===== config.mk =====
export PLATFORM = sky130hd
export DESIGN_NAME = serial_subtractor
export DESIGN_NICKNAME = d
export VERILOG_FILES = /design/src/rtl/serial_subtractor.sv
export SDC_FILE = /design/constraint.sdc
export NUM_CORES = 1
export LEC_CHECK = 0
export ABC_AREA = 0
export CAP_MARGIN = 10
export CORE_ASPECT_RATIO = 0.7
export CORE_MARGIN = 2
export CORE_UTILIZATION = 40
export CTS_BUF_LIST = sky130_fd_sc_hd__clkbuf_4 sky130_fd_sc_hd__clkbuf_8
export DETAILED_ROUTE_END_ITERATION = 6
export GPL_TIMING_DRIVEN = 1
export SLEW_MARGIN = 0
export SYNTH_ARGS = -nofsm -noshare
export SYNTH_HDL_FRONTEND = slang
export SYNTH_SLANG_ARGS = --single-unit

===== constraint.sdc =====
create_clock -name clk -period 2.7 [get_ports clk]
set_clock_uncertainty 0.1 [all_clocks]
set_input_delay 0.81 -clock clk [delete_from_list [all_inputs] [get_ports clk]]
set_output_delay 0.81 -clock clk [all_outputs]
set_load 0.005 [all_outputs]

===== src/rtl/serial_subtractor.sv =====
// Digit-serial unsigned subtractor: diff = {0,a} - {0,b}, computed DIGIT bits per
// clock between a valid/ready operand port and a valid/ready result port.
module serial_subtractor #(
   parameter int WIDTH = 65,
   parameter int DIGIT = 8
) (
   input  logic             clk,
   input  logic             rst_n,
   input  logic             in_valid,
   output logic             in_ready,
   input  logic [WIDTH-1:0] a,
   input  logic [WIDTH-1:0] b,
   output logic             out_valid,
   input  logic             out_ready,
   output logic [WIDTH:0]   diff
);

   localparam int N  = (WIDTH + DIGIT - 1) / DIGIT;
   localparam int PW = N * DIGIT;
   localparam int CW = (N > 1) ? $clog2(N) : 1;

   typedef enum logic [1:0] {
      IDLE = 2'd0,
      RUN  = 2'd1,
      DONE = 2'd2
   } state_t;

   state_t          state_r;
   logic            in_ready_r;
   logic            out_valid_r;
   logic [WIDTH:0]  diff_r;
   logic [PW-1:0]   a_sh_r;
   logic [PW-1:0]   b_sh_r;
   logic [PW-1:0]   res_sh_r;
   logic            borrow_r;
   logic [CW-1:0]   cnt_r;

   logic [DIGIT:0]  sub_s;
   logic            borrow_out_s;
   logic [PW-1:0]   res_next_s;

   // One digit of x - y - bin; the top bit of the result is the borrow-out.
   function automatic logic [DIGIT:0] digit_sub(input logic [DIGIT-1:0] x,
                                                input logic [DIGIT-1:0] y,
                                                input logic             bin);
      digit_sub = {1'b0, x} - {1'b0, y} - {{DIGIT{1'b0}}, bin};
   endfunction

   // Current digit difference and the result register as it will look after this digit.
   always_comb begin
      sub_s        = digit_sub(a_sh_r[DIGIT-1:0], b_sh_r[DIGIT-1:0], borrow_r);
      borrow_out_s = sub_s[DIGIT];
      res_next_s   = (res_sh_r >> DIGIT) | (PW'(sub_s[DIGIT-1:0]) << (PW - DIGIT));
   end

   // Control FSM and serial datapath with registered handshake outputs.
   always_ff @(posedge clk or negedge rst_n) begin
      if (!rst_n) begin
         state_r     <= IDLE;
         in_ready_r  <= 1'b1;
         out_valid_r <= 1'b0;
         diff_r      <= '0;
         a_sh_r      <= '0;
         b_sh_r      <= '0;
         res_sh_r    <= '0;
         borrow_r    <= 1'b0;
         cnt_r       <= '0;
      end else begin
         case (state_r)
            IDLE: begin
               out_valid_r <= 1'b0;
               if (in_valid) begin
                  a_sh_r     <= PW'(a);
                  b_sh_r     <= PW'(b);
                  res_sh_r   <= '0;
                  borrow_r   <= 1'b0;
                  cnt_r      <= '0;
                  in_ready_r <= 1'b0;
                  state_r    <= RUN;
               end else begin
                  in_ready_r <= 1'b1;
               end
            end
            RUN: begin
               a_sh_r   <= a_sh_r >> DIGIT;
               b_sh_r   <= b_sh_r >> DIGIT;
               res_sh_r <= res_next_s;
               borrow_r <= borrow_out_s;
               cnt_r    <= cnt_r + CW'(1);
               if (cnt_r == CW'(N - 1)) begin
                  // Padding bits are zero in both operands, so the borrow out of the
                  // padded digit top equals the borrow out of bit WIDTH-1.
                  diff_r      <= {borrow_out_s, res_next_s[WIDTH-1:0]};
                  out_valid_r <= 1'b1;
                  state_r     <= DONE;
               end
            end
            DONE: begin
               if (out_ready) begin
                  out_valid_r <= 1'b0;
                  in_ready_r  <= 1'b1;
                  state_r     <= IDLE;
               end
            end
            default: begin
               state_r     <= IDLE;
               in_ready_r  <= 1'b1;
               out_valid_r <= 1'b0;
            end
         endcase
      end
   end

   assign in_ready  = in_ready_r;
   assign out_valid = out_valid_r;
   assign diff      = diff_r;

endmodule


# Yosys cells after proc, flatten, opt, wreduce, memory -nomap -nowiden
# Cells that the tools add are included.
# op_classes
addsub	3
reduce_logical	7
n_eq_ne	6
bitwise	2
muxes	20
# op_table
operator	n
$pmux W72 S2	3
$mux W72	3
$or A64 B72 Y72	1
$sub A8 B8 Y9	1
$sub A9 B1 Y9	1
$pmux W4 S2	1
$reduce_and A2 Y1	4
$mux W2	3
$ne A2 B2 Y1 const B	3
$pmux W2 S3	1
$mux W1	5
$add A4 B1 Y4 const B	1
$eq A4 B4 Y1 const B	1
$mux W4	1
$pmux W1 S2	2
$pmux W1 S3	1
$reduce_and A3 Y1	1
$eq A2 B1 Y1 const B	1
$eq A2 B2 Y1 const B	1
$logic_not A2 Y1	1
$reduce_bool A2 Y1	1
$not A1 Y1	1
# word_totals
out_inout_bits	68
inputBits	134
register_bits	291
wordCells	47

# Depth between registers and ports, before layout
# depth
ltp_word	4
depth_mapped	9
depth_no_buf	9

# Least setup slack after synthesis
# Ideal clock, no wire load.
# synth_path
path_type	reg2reg
start	register a_sh_r[0]
end	register borrow_r
slack_ns	0.507
path_buffers	0
path_stages_with_launch	8
arrival_ns	1.967
required_time_ns	2.473
path_cell_list	dfrtp_1 fa_1 fa_1 nor2b_1 o21ai_0 a211oi_1 xnor2_1 o21ai_0
# synth_between
elab_chain_cells	3
# synth_lines
element	line_no	source
start: declaration	32	logic [PW-1:0] a_sh_r;
start signal: assignment	73	a_sh_r <= PW'(a);
start signal: assignment	85	a_sh_r <= a_sh_r >> DIGIT;
$sub A8 B8 Y9	46	digit_sub = {1'b0, x} - {1'b0, y} - {{DIGIT{1'b0}}, bin};
$sub A9 B1 Y9	46	
$pmux W1 S2	69	case (state_r)
end signal: assignment	88	borrow_r <= borrow_out_s;
end: declaration	35	logic borrow_r;
# Every way passes these cells.
# A chain may end at the register's enable or synchronous reset.

# Final worst setup path
# layout_path
start	register in_ready_r, in the netlist in_ready
end	output port in_ready
# layout_rtl
element	line_no	source
start: declaration	29	logic in_ready_r;
start signal: assignment	60	in_ready_r <= 1'b1;
start signal: assignment	78	in_ready_r <= 1'b0;
start signal: assignment	81	in_ready_r <= 1'b1;
end: declaration	10	output logic in_ready,
# No word-level cell between the ends.

==> metrics.md <==
| Metric | Value |
|---|---|
| Wirelength, routed | `roughly 30000 um` |
| DR pass1 iterations | `5` |
| Total track usage | `between 20% and 30%` |
| Delay-heaviest family, CP | `flip-flops` |
| Worst-margin pin slew | `around 0.72 ns` |
| Setup crit end kind | `output pin` |
| Clock Latency Late Sink | `between 0.5 and 0.6 ns` |
| Setup bufs post-CTS | `0` |
| FP Rows | `51` |
| Most common cell in the netlist | `dfrtp_1` |
| Yosys top cell area share | `about 60%` |
| CP startpoint kind | `flop` |
| DRC violations left | `0` |
| Initial antenna violation count | `2` |
| Core Area | `approximately 28000 um^2` |
| Rel. slew slack | `between 50% and 60%` |
| Root buf cell | `clkbuf_8` |
| Cells along the critical path | `clkdlybuf4s50_1` |
| Synthesized flop and latch total | `269` |
| Reg2reg start | `b_sh_r[0]` |
| GRT overflow | `0` |
| Crit path max fanout | `3` |
| WP data required | `between 1.5 and 2 ns` |
| RePlAce Congestion | `slightly above 0.8` |
| YS warnings | `0` |
| Drt first-iter violations | `between 500 and 600` |
| Post-synth top cells | `dfrtp_1 (268), o21ai_0 (130), nand2_1 (119), a22oi_1 (113), a22o_1 (76)` |
| First-pass GRT wire length | `~47000 um` |
| Mapped Cells | `around 950` |
| Design area | `14600 um^2` |
| Maximum vdd drop | `approximately 0.53 mV` |
| Fin crit share | `approximately 94%` |
| Slew Viols, Final | `0` |
| Worst-path clk slew | `~0.060 ns` |
| Slowest cell delay on critical path | `roughly 0.55 ns` |
| Placed cell area | `roughly 14000 um^2` |
| Crit path kind | `flop to output pin` |
| FFs w/ async S/R, synth | `100.0%` |
| Fmax | `between 0.3 and 0.4 GHz` |
| Layout cell share with drive strength beyond 1 | `14.61%` |
| Final setup violation count | `0` |
| Clock Sinks | `between 200 and 300` |
| Critical path's slowest cell | `dfstp_2` |
| Arrival @ worst endpoint | `between 1.5 and 2 ns` |
| RSZ-0062 raised after global routing | `false` |
| Hold Buf Count CTS | `0` |
| Post_cts resized | `0` |
| CTS max path bufs | `3` |
| Die area | `approximately 29000 um^2` |
| Die H | `between 100 and 150 um` |
| Final hold viol count | `0` |
| Worst hold path class | `input port to asynchronous set/reset pin` |
| Post-Syn Nets | `between 1000 and 1500` |
| Nets | `~1300` |
| Post-synth top area cell | `dfrtp_1` |
| Synth Flop Type | `dfrtp_1` |
| Worst R2R Setup Slack | `approximately 0.21 ns` |
| Antenna viol nets, final | `0` |
| Buffers on Ports | `~200` |
| CTS tree | `built` |
| Die width | `slightly above 200 um` |
| CP bufs+invs | `1` |
| Largest cells by area after synthesis | `dfrtp_1 (60%), a22oi_1 (7.6%), a22o_1 (6.0%)` |
| Post-route minimum period | `2.534 ns` |
| Final Instance Count excl. Fillers | `1550` |
| R2R cell count | `8` |
| Total number of vias | `around 8000` |
| CTS Buf Count | `between 40 and 50` |
| Leakage power | `between 6 and 7 nW` |
| Setup TNS | `0 ns` |
| Dpl cells | `~1500` |
| Max-Cap Viols | `0` |
| DR WL/cell | `around 19 um` |
| Reg2reg end | `borrow_r` |
| Via density | `5.279` |
| I/O pins | `202` |
| Avg Cell Area, Syn | `11.74 um^2` |
| Sequential cell area fraction in the yosys report | `between 60% and 70%` |
| Pre-CTS setup slack | `0.1403 ns` |
| Cell Pwr Density | `1134 nW/um^2` |
| Largest net degree at the start of global routing | `roughly 120` |
| Post-synth EDFFs | `0` |
| Setup ws final | `0.1660 ns` |
| Run status | `finished, final reports clean` |
| Vias in the first global route | `~8000` |
| Initial Utilization | `40.46%` |
| Layout Area Growth over Synthesis | `30.63%` |
| Number of distinct library cells after synthesis | `37` |
| H-tree depth | `2` |
| Synth Cell Area | `between 10000 and 15000 um^2` |
| DP HPWL | `about 19000 um` |
==> cell families (layout without fill, tap and decap cells) <==
group                      after synthesis  in the layout  share of synthesized area [%]
xor gates and xnor gates                 8              8                         0.6268
buffers and inverters                  102            327                          4.163
DFF                                    269            269                          60.22
adders and majority gates               18             18                          2.149
AOI/OAI and AO/OA                      340            340                          20.53
other                                    0              2                              0
muxes                                   65             65                          6.547
and+or+nand+nor                        150            150                          5.764
==> report_power, final <==
group	switching [mW]	leakage, nW	internal [mW]
clock	1.56	0.444	1.96
sequential	1.23	3.48	5.76
combinational	2.90	2.37	3.16
==> worst max-delay path by stage <==
stage / from / to / slack, ns / cells past startpoint
after floorplan: a_sh_r[0] / borrow_r / 0.51 / 7
after global placement: in_valid / b_sh_r[58] / 0.17 / 4
after detailed placement: in_valid / b_sh_r[58] / 0.14 / 4
after CTS: in_ready / in_ready / 0.13 / 1
after global routing: b_sh_r[0] / diff[65] / 0.08 / 8
final: in_ready / in_ready / 0.17 / 1
==> registers in the layout, summed over array words and instances, names as in the netlist <==
register and flops:
out_valid 1, cnt_r 4, diff 66, res_sh_r 64, state_r 2, borrow_r 1
in_ready 1, b_sh_r 65, a_sh_r 65
==> metal layers <==
metal,up-vias,GRT usage [%],share of wire (%)
met5,-,0,0.044
met4,2,5.340,1.3
met1,4088,31.80,50
met2,208,27.93,42
met3,40,5.170,6.2
li1,3844,-,-
==> layout make-up <==
cell class,count,area (um^2)
Fill cell,2427,13030
Sequential cell,269,6740
Multi-Input combinational cell,581,4008
Timing Repair Buffer,233,2445
Clock buffer,65,794.5
Tap cell,371,464.2
Inverter,24,90.09
Clock inverter,5,57.56
Antenna cell,2,5.005
==> layout by cell type, fill, tap and decap left out, types with 2 or more instances in the layout <==
cell type,netlist,final
dfrtp_1,268,266
clkdlybuf4s50_1,0,200
o21ai_0,130,130
nand2_1,119,119
a22oi_1,113,113
a22o_1,76,76
mux2_2,59,59
clkbuf_8,0,49
inv_1,24,24
buf_4,6,17
ha_1,16,16
clkbuf_4,0,16
buf_12,0,15
a21oi_1,12,12
nor2b_1,12,10
mux2_1,6,6
xor2_1,5,5
nor2_1,4,4
o211ai_1,3,3
xnor2_1,3,3
nand2b_1,3,3
nand3_1,3,3
clkinvlp_4,0,3
diode_2,0,2
nor2b_4,0,2
a2bb2oi_1,2,2
nor3_1,2,2
fa_1,2,2
dfrtp_4,0,2
==> through the flow <==
| step | hold WS [ns] | total power [mW] | utilization, % |
|---|---|---|---|
| 6_report | 0.09267 | 16.56 | 52.86 |
| 5_1_grt | 0.1489 | 17.84 | 52.85 |
| 4_1_cts | 0.1223 | 16.72 | 52.84 |
| 3_5_place_dp | 0.3706 | 13.12 | 49.75 |
| 3_3_place_gp | 0.3613 | 12.97 | 49.75 |
| 2_1_floorplan | 0.3498 | 10.45 | - |
Note: power is estimated with default switching activity, not from simulation.
